[config.mk]
export PLATFORM = sky130hd
export DESIGN_NAME = rom_boot_loader_flat
export DESIGN_NICKNAME = d
export VERILOG_FILES = /design/src/rtl/rom_boot_pkg.sv /design/src/rtl/rom_boot_loader_if.sv /design/src/rtl/boot_byte_fifo.sv /design/src/rtl/rom_boot_loader.sv /design/src/flat_wrapper.sv
export SDC_FILE = /design/constraint.sdc
export NUM_CORES = 1
export LEC_CHECK = 0
export BUFFER_PORTS_ARGS = -buffer_cell sky130_fd_sc_hd__buf_2
export CORE_ASPECT_RATIO = 0.75
export CORE_MARGIN = 5
export CORE_UTILIZATION = 57
export CTS_BUF_LIST = sky130_fd_sc_hd__clkbuf_4 sky130_fd_sc_hd__clkbuf_8 sky130_fd_sc_hd__clkbuf_16
export DETAILED_ROUTE_END_ITERATION = 7
export GPL_TIMING_DRIVEN = 0
export PLACE_DENSITY = 0.87
export SYNTH_ARGS = -nofsm -noshare
export SYNTH_HDL_FRONTEND = slang
export SYNTH_SLANG_ARGS = --single-unit
[constraint.sdc]
create_clock -name clk_48 -period 6.05 [get_ports clk_48]
set_clock_uncertainty 0.15 [all_clocks]
set_input_delay 1.5125 -clock clk_48 [delete_from_list [all_inputs] [get_ports clk_48]]
set_output_delay 1.5125 -clock clk_48 [all_outputs]
set_load 0.03 [all_outputs]
[src/rtl/rom_boot_pkg.sv]
// Shared types and constants for the ROM boot loader.
// Latency: n/a (types, constants and a pure page-mapping function only).
// Backpressure: n/a.
package rom_boot_pkg;

   typedef enum logic [1:0] {
      ST_IDLE  = 2'd0,
      ST_LOAD  = 2'd1,
      ST_DRAIN = 2'd2,
      ST_DONE  = 2'd3
   } state_t;

   // SDRAM page (boot_a[22:14]) for each 16 KiB window of a ROM file
   localparam logic [8:0] PAGE_0 = 9'h000;
   localparam logic [8:0] PAGE_1 = 9'h100;
   localparam logic [8:0] PAGE_2 = 9'h107;
   localparam logic [8:0] PAGE_3 = 9'h0ff;

   typedef struct packed {
      logic [22:0] addr;
      logic [7:0]  data;
   } fifo_entry_t;

   function automatic logic [8:0] page_of(input logic [1:0] sel);
      logic [8:0] page;
      case (sel)
         2'd0:    page = PAGE_0;
         2'd1:    page = PAGE_1;
         2'd2:    page = PAGE_2;
         default: page = PAGE_3;
      endcase
      return page;
   endfunction

endpackage

[src/rtl/rom_boot_loader_if.sv]
// Bundles the HPS ioctl download port and the SDRAM boot write port.
// Latency: n/a (wires only).
// Backpressure: ioctl_wait throttles the loader; boot_req is held until boot_ack.
// Ports: master = loader/SDRAM side (drives ioctl_*, boot_ack),
//        slave  = rom_boot_loader (drives ioctl_wait, boot_req, boot_a, boot_dout).
interface rom_boot_loader_if;
   logic        ioctl_download;
   logic        ioctl_wr;
   logic [24:0] ioctl_addr;
   logic [7:0]  ioctl_dout;
   logic [7:0]  ioctl_index;
   logic        ioctl_wait;
   logic        boot_req;
   logic        boot_ack;
   logic [22:0] boot_a;
   logic [7:0]  boot_dout;

   modport master (
      output ioctl_download, ioctl_wr, ioctl_addr, ioctl_dout, ioctl_index, boot_ack,
      input  ioctl_wait, boot_req, boot_a, boot_dout
   );

   modport slave (
      input  ioctl_download, ioctl_wr, ioctl_addr, ioctl_dout, ioctl_index, boot_ack,
      output ioctl_wait, boot_req, boot_a, boot_dout
   );
endinterface

[src/rtl/boot_byte_fifo.sv]
// Synchronous FIFO of {addr, data} entries between ioctl capture and SDRAM writes.
// Latency: an entry pushed on an edge is at the head after that edge.
// Backpressure: push is ignored when full unless a pop happens on the same edge.
// Ports: clk_48/reset_n, push/push_dat, pop, head_dat, full, empty, fill.
module boot_byte_fifo
   import rom_boot_pkg::*;
#(
   parameter int DEPTH = 4
) (
   input  logic                     clk_48,
   input  logic                     reset_n,
   input  logic                     push,
   input  fifo_entry_t              push_dat,
   input  logic                     pop,
   output fifo_entry_t              head_dat,
   output logic                     full,
   output logic                     empty,
   output logic [$clog2(DEPTH):0]   fill
);

   localparam int AW = $clog2(DEPTH);

   fifo_entry_t   mem [DEPTH];
   logic [AW-1:0] wr_ptr;
   logic [AW-1:0] rd_ptr;
   logic [AW:0]   count;
   logic          do_push;
   logic          do_pop;

   assign full     = (count == (AW+1)'(DEPTH));
   assign empty    = (count == '0);
   assign fill     = count;
   assign head_dat = mem[rd_ptr];
   assign do_pop   = pop & ~empty;
   assign do_push  = push & (~full | do_pop);

   // Storage needs no reset: the head is only observed while non-empty
   always_ff @(posedge clk_48) begin
      if (do_push) mem[wr_ptr] <= push_dat;
   end

   always_ff @(posedge clk_48 or negedge reset_n) begin
      if (!reset_n) begin
         wr_ptr <= '0;
         rd_ptr <= '0;
         count  <= '0;
      end else begin
         if (do_push) wr_ptr <= wr_ptr + AW'(1);
         if (do_pop)  rd_ptr <= rd_ptr + AW'(1);
         case ({do_push, do_pop})
            2'b10:   count <= count + (AW+1)'(1);
            2'b01:   count <= count - (AW+1)'(1);
            default: count <= count;
         endcase
      end
   end

endmodule

[src/rtl/rom_boot_loader.sv]
// Copies system-ROM download bytes from the HPS ioctl port into SDRAM pages.
// Latency: a byte strobed on an edge is presented as boot_req right after that edge.
// Backpressure: ioctl_wait is registered from the next fill level; boot_req holds until boot_ack.
// Ports: clk_48, reset_n, bus (slave modport), rom_map, rom_loaded, load_done, drop_count.
module rom_boot_loader
   import rom_boot_pkg::*;
#(
   parameter int FIFO_DEPTH = 4,
   parameter int WAIT_LEVEL = FIFO_DEPTH - 1
) (
   input  logic              clk_48,
   input  logic              reset_n,
   rom_boot_loader_if.slave  bus,
   output logic [255:0]      rom_map,
   output logic              rom_loaded,
   output logic              load_done,
   output logic [15:0]       drop_count
);

   localparam int          AW       = $clog2(FIFO_DEPTH);
   localparam logic [AW:0] WAIT_LVL = (AW+1)'(WAIT_LEVEL);

   state_t      state;
   state_t      state_nxt;
   logic        dl_q;
   logic        session_q;
   logic        rom_idx;
   logic        dl_rise;
   logic        dl_fall;
   logic        rom_rise;
   logic        strobe;
   logic        bad_page;
   logic        push;
   logic        pop;
   logic        drop;
   logic        fifo_full;
   logic        fifo_empty;
   logic        wait_q;
   logic        clear_session;
   logic        set_loaded;
   logic [AW:0] fill;
   logic [AW:0] fill_nxt;
   fifo_entry_t push_dat;
   fifo_entry_t head_dat;
   logic        unused_idx;

   assign unused_idx = &{1'b0, bus.ioctl_index[7:5]};

   assign rom_idx  = (bus.ioctl_index[4:0] < 5'd4);
   assign dl_rise  = bus.ioctl_download & ~dl_q;
   assign dl_fall  = ~bus.ioctl_download & dl_q;
   assign rom_rise = dl_rise & rom_idx;
   // Bytes belong to a session only after a ROM-index rising edge has been seen
   assign strobe   = bus.ioctl_download & bus.ioctl_wr & rom_idx & (session_q | rom_rise);
   assign bad_page = |bus.ioctl_addr[24:16];
   assign pop      = ~fifo_empty & bus.boot_ack;
   assign push     = strobe & ~bad_page & (~fifo_full | pop);
   assign drop     = strobe & ~push;
   assign push_dat = '{addr: {page_of(bus.ioctl_addr[15:14]), bus.ioctl_addr[13:0]},
                       data: bus.ioctl_dout};

   boot_byte_fifo #(.DEPTH(FIFO_DEPTH)) u_fifo (
      .clk_48   (clk_48),
      .reset_n  (reset_n),
      .push     (push),
      .push_dat (push_dat),
      .pop      (pop),
      .head_dat (head_dat),
      .full     (fifo_full),
      .empty    (fifo_empty),
      .fill     (fill)
   );

   assign bus.boot_req   = ~fifo_empty;
   assign bus.boot_a     = fifo_empty ? '0 : head_dat.addr;
   assign bus.boot_dout  = fifo_empty ? '0 : head_dat.data;
   assign bus.ioctl_wait = wait_q;

   always_comb begin
      fill_nxt = fill;
      if (push & ~pop)      fill_nxt = fill + (AW+1)'(1);
      else if (pop & ~push) fill_nxt = fill - (AW+1)'(1);
   end

   // FSM: state register
   always_ff @(posedge clk_48 or negedge reset_n) begin
      if (!reset_n) state <= ST_IDLE;
      else          state <= state_nxt;
   end

   // FSM: next state
   always_comb begin
      state_nxt = state;
      case (state)
         ST_IDLE:  if (rom_rise && fifo_empty) state_nxt = ST_LOAD;
         ST_LOAD:  if (dl_fall)                state_nxt = ST_DRAIN;
         ST_DRAIN: if (fifo_empty)             state_nxt = ST_DONE;
         ST_DONE:                              state_nxt = ST_IDLE;
         default:                              state_nxt = ST_IDLE;
      endcase
   end

   // FSM: outputs
   always_comb begin
      load_done     = (state == ST_DONE);
      clear_session = (state == ST_IDLE) && (state_nxt == ST_LOAD);
      set_loaded    = (state == ST_DRAIN) && (state_nxt == ST_DONE);
   end

   // dl_q resets high so a download already active across reset is not
   // mistaken for a new session; only a fresh rising edge restarts loading.
   always_ff @(posedge clk_48 or negedge reset_n) begin
      if (!reset_n) begin
         dl_q       <= 1'b1;
         session_q  <= 1'b0;
         wait_q     <= 1'b0;
         rom_map    <= '0;
         rom_loaded <= 1'b0;
         drop_count <= '0;
      end else begin
         dl_q   <= bus.ioctl_download;
         wait_q <= (fill_nxt >= WAIT_LVL);

         if (rom_rise)     session_q <= 1'b1;
         else if (dl_fall) session_q <= 1'b0;

         // clear_session requires an empty FIFO, so no pop can coincide with it
         if (clear_session)                 rom_map <= '0;
         else if (pop && head_dat.addr[22]) rom_map[head_dat.addr[21:14]] <= 1'b1;

         if (clear_session)   rom_loaded <= 1'b0;
         else if (set_loaded) rom_loaded <= 1'b1;

         if (clear_session)                    drop_count <= drop ? 16'd1 : 16'd0;
         else if (drop && drop_count != 16'hFFFF) drop_count <= drop_count + 16'd1;
      end
   end

endmodule
[src/flat_wrapper.sv]
// flat-port wrapper written by rule: the top's interface ports become plain ports
module rom_boot_loader_flat import rom_boot_pkg::*;
#(
   parameter int FIFO_DEPTH = 4,
   parameter int WAIT_LEVEL = FIFO_DEPTH - 1
)
  (clk_48, reset_n, rom_map, rom_loaded, load_done, drop_count, bus_ioctl_download, bus_ioctl_wr, bus_ioctl_addr, bus_ioctl_dout, bus_ioctl_index, bus_boot_ack, bus_ioctl_wait, bus_boot_req, bus_boot_a, bus_boot_dout);
  rom_boot_loader_if bus_i ();
  input  logic clk_48;
  input  logic reset_n;
  output logic [255:0] rom_map;
  output logic rom_loaded;
  output logic load_done;
  output logic [15:0] drop_count;
  input wire logic [$bits(bus_i.ioctl_download)-1:0] bus_ioctl_download;
  input wire logic [$bits(bus_i.ioctl_wr)-1:0] bus_ioctl_wr;
  input wire logic [$bits(bus_i.ioctl_addr)-1:0] bus_ioctl_addr;
  input wire logic [$bits(bus_i.ioctl_dout)-1:0] bus_ioctl_dout;
  input wire logic [$bits(bus_i.ioctl_index)-1:0] bus_ioctl_index;
  input wire logic [$bits(bus_i.boot_ack)-1:0] bus_boot_ack;
  output wire logic [$bits(bus_i.ioctl_wait)-1:0] bus_ioctl_wait;
  output wire logic [$bits(bus_i.boot_req)-1:0] bus_boot_req;
  output wire logic [$bits(bus_i.boot_a)-1:0] bus_boot_a;
  output wire logic [$bits(bus_i.boot_dout)-1:0] bus_boot_dout;
  assign bus_i.ioctl_download = bus_ioctl_download;
  assign bus_i.ioctl_wr = bus_ioctl_wr;
  assign bus_i.ioctl_addr = bus_ioctl_addr;
  assign bus_i.ioctl_dout = bus_ioctl_dout;
  assign bus_i.ioctl_index = bus_ioctl_index;
  assign bus_i.boot_ack = bus_boot_ack;
  assign bus_ioctl_wait = bus_i.ioctl_wait;
  assign bus_boot_req = bus_i.boot_req;
  assign bus_boot_a = bus_i.boot_a;
  assign bus_boot_dout = bus_i.boot_dout;
  rom_boot_loader #(.FIFO_DEPTH(FIFO_DEPTH), .WAIT_LEVEL(WAIT_LEVEL)) u_core (.clk_48(clk_48), .reset_n(reset_n), .bus(bus_i), .rom_map(rom_map), .rom_loaded(rom_loaded), .load_done(load_done), .drop_count(drop_count));
endmodule
==> impl_results.md <==
* Post-CTS sizing at 0
* Fillers at 1,485
* Initial core utilization at 57.6%
* Slowest cell on the critical path: dfrtp_1
* Non-filler instance count after layout at 1,620
* Internal power at around 0.0047 W
* Worst VDD drop at 0.000217 V
* PwrDens at 375 nW/um^2
* Number of flops mapped to enable cells by yosys at 100
* Most area-consuming cells after synthesis: dfrtp_1 (52%), edfxtp_1 (22%), and2_1 (13%)
* Latest clock arrival within the worst-skew pair at 0.49 ns
* GP Congestion at 0.861
* Lkg Pwr at 8.87 nW
* # nets final at 1,343
* Final Cycle Share at 71.8%
* Fin Setup TNS at 0 ns
* RSZ-0062 raised after global routing: false
* Prevailing post-synth register cell: dfrtp_1
* Worst-path fanout max at 10
* Max cap viols at 0
* Initial antenna violation count at 1
* Kind of critical path: register to primary output
* Largest net degree at the start of global routing at 122
* Post-synth cell types at 48
* CTS Buf Count at 36
* Final Routed Wirelength at 32.6 mm
* Drc violations at 0
* Synth-to-Final Area Change at 25.7%
* CP bufs+invs at 5
* Top cells by count, synth: dfrtp_1 (284), and2_1 (283), edfxtp_1 (100), clkbuf_1 (35), mux4_2 (25)
* Pin slew with the least headroom to its limit at 1.33 ns
* Max Fclk at 230 MHz
* Min Clock Period, post-route at 4.35 ns
* Antenna diodes at 0
* Number of DRC markers in iteration 0 at 545
* IO Port Bufs at between 300 and 400
* Synth warn at 0
* Vias per Instance at 5.28
* Final ANT Viol Nets at 0
* Die width at 189 um
* Asr flop ratio synth at ~74%
* Clock network power share at 38.2%
* Sequential element share of the synthesized area at 74.0%
* Worst EP arrival at 2.68 ns
* Run status: finished, final reports clean
* Worst Hold Class: register to register
* Worst-case clock buffer depth at 3
* Worst hold margin at 0.328 ns
* Comb power frac at a little under a fifth
* Share of layout cells above drive strength 1 at 34.9%
* CTS root buf: clkbuf_16
* H-tree depth at 2
* Sequential share of power at 42.8%
* Synth area leader: dfrtp_1
* Core area at 23,800 sq um
* Crit path max-delay family: buffers and inverters
* Worst-path clk slew at 0.06 ns
* Die area at 27,300 sq um
* Vias in the first global route at around 9,100
* Num rows at 49
* Setup bufs post-CTS at 0
* Critical Path Sink Type: primary output
* Sw frac at 27.4%
* Sw power at 0.00177 W
* Final setup fails at 0
* Routed WL per cell at 20.1 um
* Sink Count at 385
* WP data required at between 4 and 5 ns
* Critical-path cell list: inv_1 > ha_1 > nor2b_2 > inv_2 > clkbuf_1 > and2_1 > buf_4 > buf_2
* GRT Total Usage at a little under a quarter
* Die Y-Extent at around 140 um
* I/O Pins at 353
* Syn_nets at between 900 and 1,000
* Routed vias at 8,549
* First-pass GRT wire length at 50.9 mm
* Syn Inst Count at roughly 900
* CTS Hold Buffers Added at 0
* Dpl hpwl at approximately 22 mm
* Syn Std Cell Area at between 10,000 and 15,000 sq um
* Syn avg cell area at 15.2 sq um
* Fin. max-slew vios at 0
* Placed Cells incl. Taps at 1,554
* Startpoint Class: register
* CTS tree: yes
* Total power at 0.00645 W
* DRT Pass-1 Iters at 6
* Final hold violations at 0
* Synth top area share at 51.9%
* Seq cells post-synth at 385
* Most common cell in the netlist: dfrtp_1
* Remaining Overflow, GRT at 0
* CP max stage delay at 0.47 ns
* Rel. slew slack at 11.0%
[worst paths after layout]
| check | startpoint | to | slack (ns) | depth (start not counted) |
|---|---|---|---|---|
| worst min register to register | u_core.rom_map[176] | u_core.rom_map[176] | 0.33 | 1 |
| worst max register to register | u_core.u_fifo.fill[0] | u_core.u_fifo.mem[3][21] | 2.64 | 6 |
| worst max-delay path | u_core.u_fifo.fill[0] | bus_boot_a[19] | 1.70 | 8 |
| worst min-delay path | u_core.rom_map[176] | u_core.rom_map[176] | 0.33 | 1 |
| min in group asynchronous | reset_n | u_core.rom_map[127] | 0.81 | 1 |
| max in group asynchronous | reset_n | u_core.rom_map[4] | 3.92 | 2 |
[power by group through the flow]
stage          clock network [W]  logic [W]  registers, W
2_1_floorplan                  0   0.000813       0.00285
5_1_grt                  0.00262    0.00131       0.00277
3_3_place_gp                   0    0.00119       0.00281
6_report                 0.00246    0.00122       0.00276
3_5_place_dp                   0    0.00123       0.00281
4_1_cts                  0.00251    0.00124       0.00276
[flip-flops by register name, summed over array words and instances, names as in the netlist]
| name | cells |
|---|---|
| u_core.dl_q | 1 |
| u_core.rom_map | 256 |
| u_core.drop_count | 16 |
| u_core.session_q | 1 |
| u_core.state | 2 |
| u_core.rom_loaded | 1 |
| u_core.u_fifo.mem | 100 |
| u_core.u_fifo.wr_ptr | 2 |
| u_core.u_fifo.fill | 3 |
| u_core.bus.ioctl_wait | 1 |
| u_core.u_fifo.rd_ptr | 2 |
[per-stage QoR]
stage / setup slack, ns / util [%] / area, sq um
global placement: -1.57 / 66.5 / 15800
CTS: 1.70 / 72.4 / 17200
floorplan: 2.34 / - / 13700
global route: 1.55 / 72.4 / 17200
finish: 1.70 / 72.4 / 17200
detailed placement: 1.40 / 66.7 / 15900
[layout make-up]
cell class | count | area (sq um) | share of cell area [%]
plain buffers | 47 | 223 | 1.29
clock buffers | 53 | 1140 | 6.61
clock inverters | 13 | 201 | 1.17
multi-input cells | 454 | 3290 | 19.1
inverters | 13 | 48.8 | 0.283
well taps | 306 | 383 | 2.22
repair buffers | 349 | 1800 | 10.5
flip-flops and latches | 385 | 10100 | 58.9
[cells by family after synthesis]
group	after synthesis	synth area share [%]
fa+ha+maj	11	1.01
simple gates	367	16.5
mux	27	4.26
buf+inv	60	1.98
xor+xnor	7	0.448
flops	385	74.0
compound gates	42	1.83
[placed cells by master (no fill, tap or decap), drive strengths merged, types with 2 or more instances in the layout]
master / synthesis / layout
or3: 6 / 6
nand3: 12 / 12
nor4: 2 / 2
nand2: 19 / 19
nor2: 10 / 10
or4: 5 / 5
bufinv: 0 / 5
xnor2: 4 / 4
mux2i: 2 / 2
ha: 11 / 11
nand4: 7 / 7
clkinv: 0 / 7
clkbuf: 35 / 88
dfrtp: 284 / 284
and2: 283 / 283
mux4: 25 / 25
edfxtp: 100 / 100
inv: 13 / 13
nand3b: 2 / 2
nor3: 6 / 6
o211ai: 3 / 3
nand2b: 2 / 2
a31oi: 2 / 2
and4: 2 / 2
and3: 4 / 4
o31ai: 4 / 4
xor2: 3 / 3
buf: 12 / 361
o21ai: 16 / 16
nor2b: 3 / 3
or2: 2 / 2
a21oi: 12 / 12
[metal layers]
metal	wire, um	up-vias	part of all wire (%)	track usage, %
li1	-	3802	-	-
met4	1080	2	3.3	7.40
met3	2590	63	8.0	6.11
met2	16200	343	50	40.0
met1	12700	4339	39	30.9
met5	7	-	0.021	0
(Power assumes the default switching activity.)
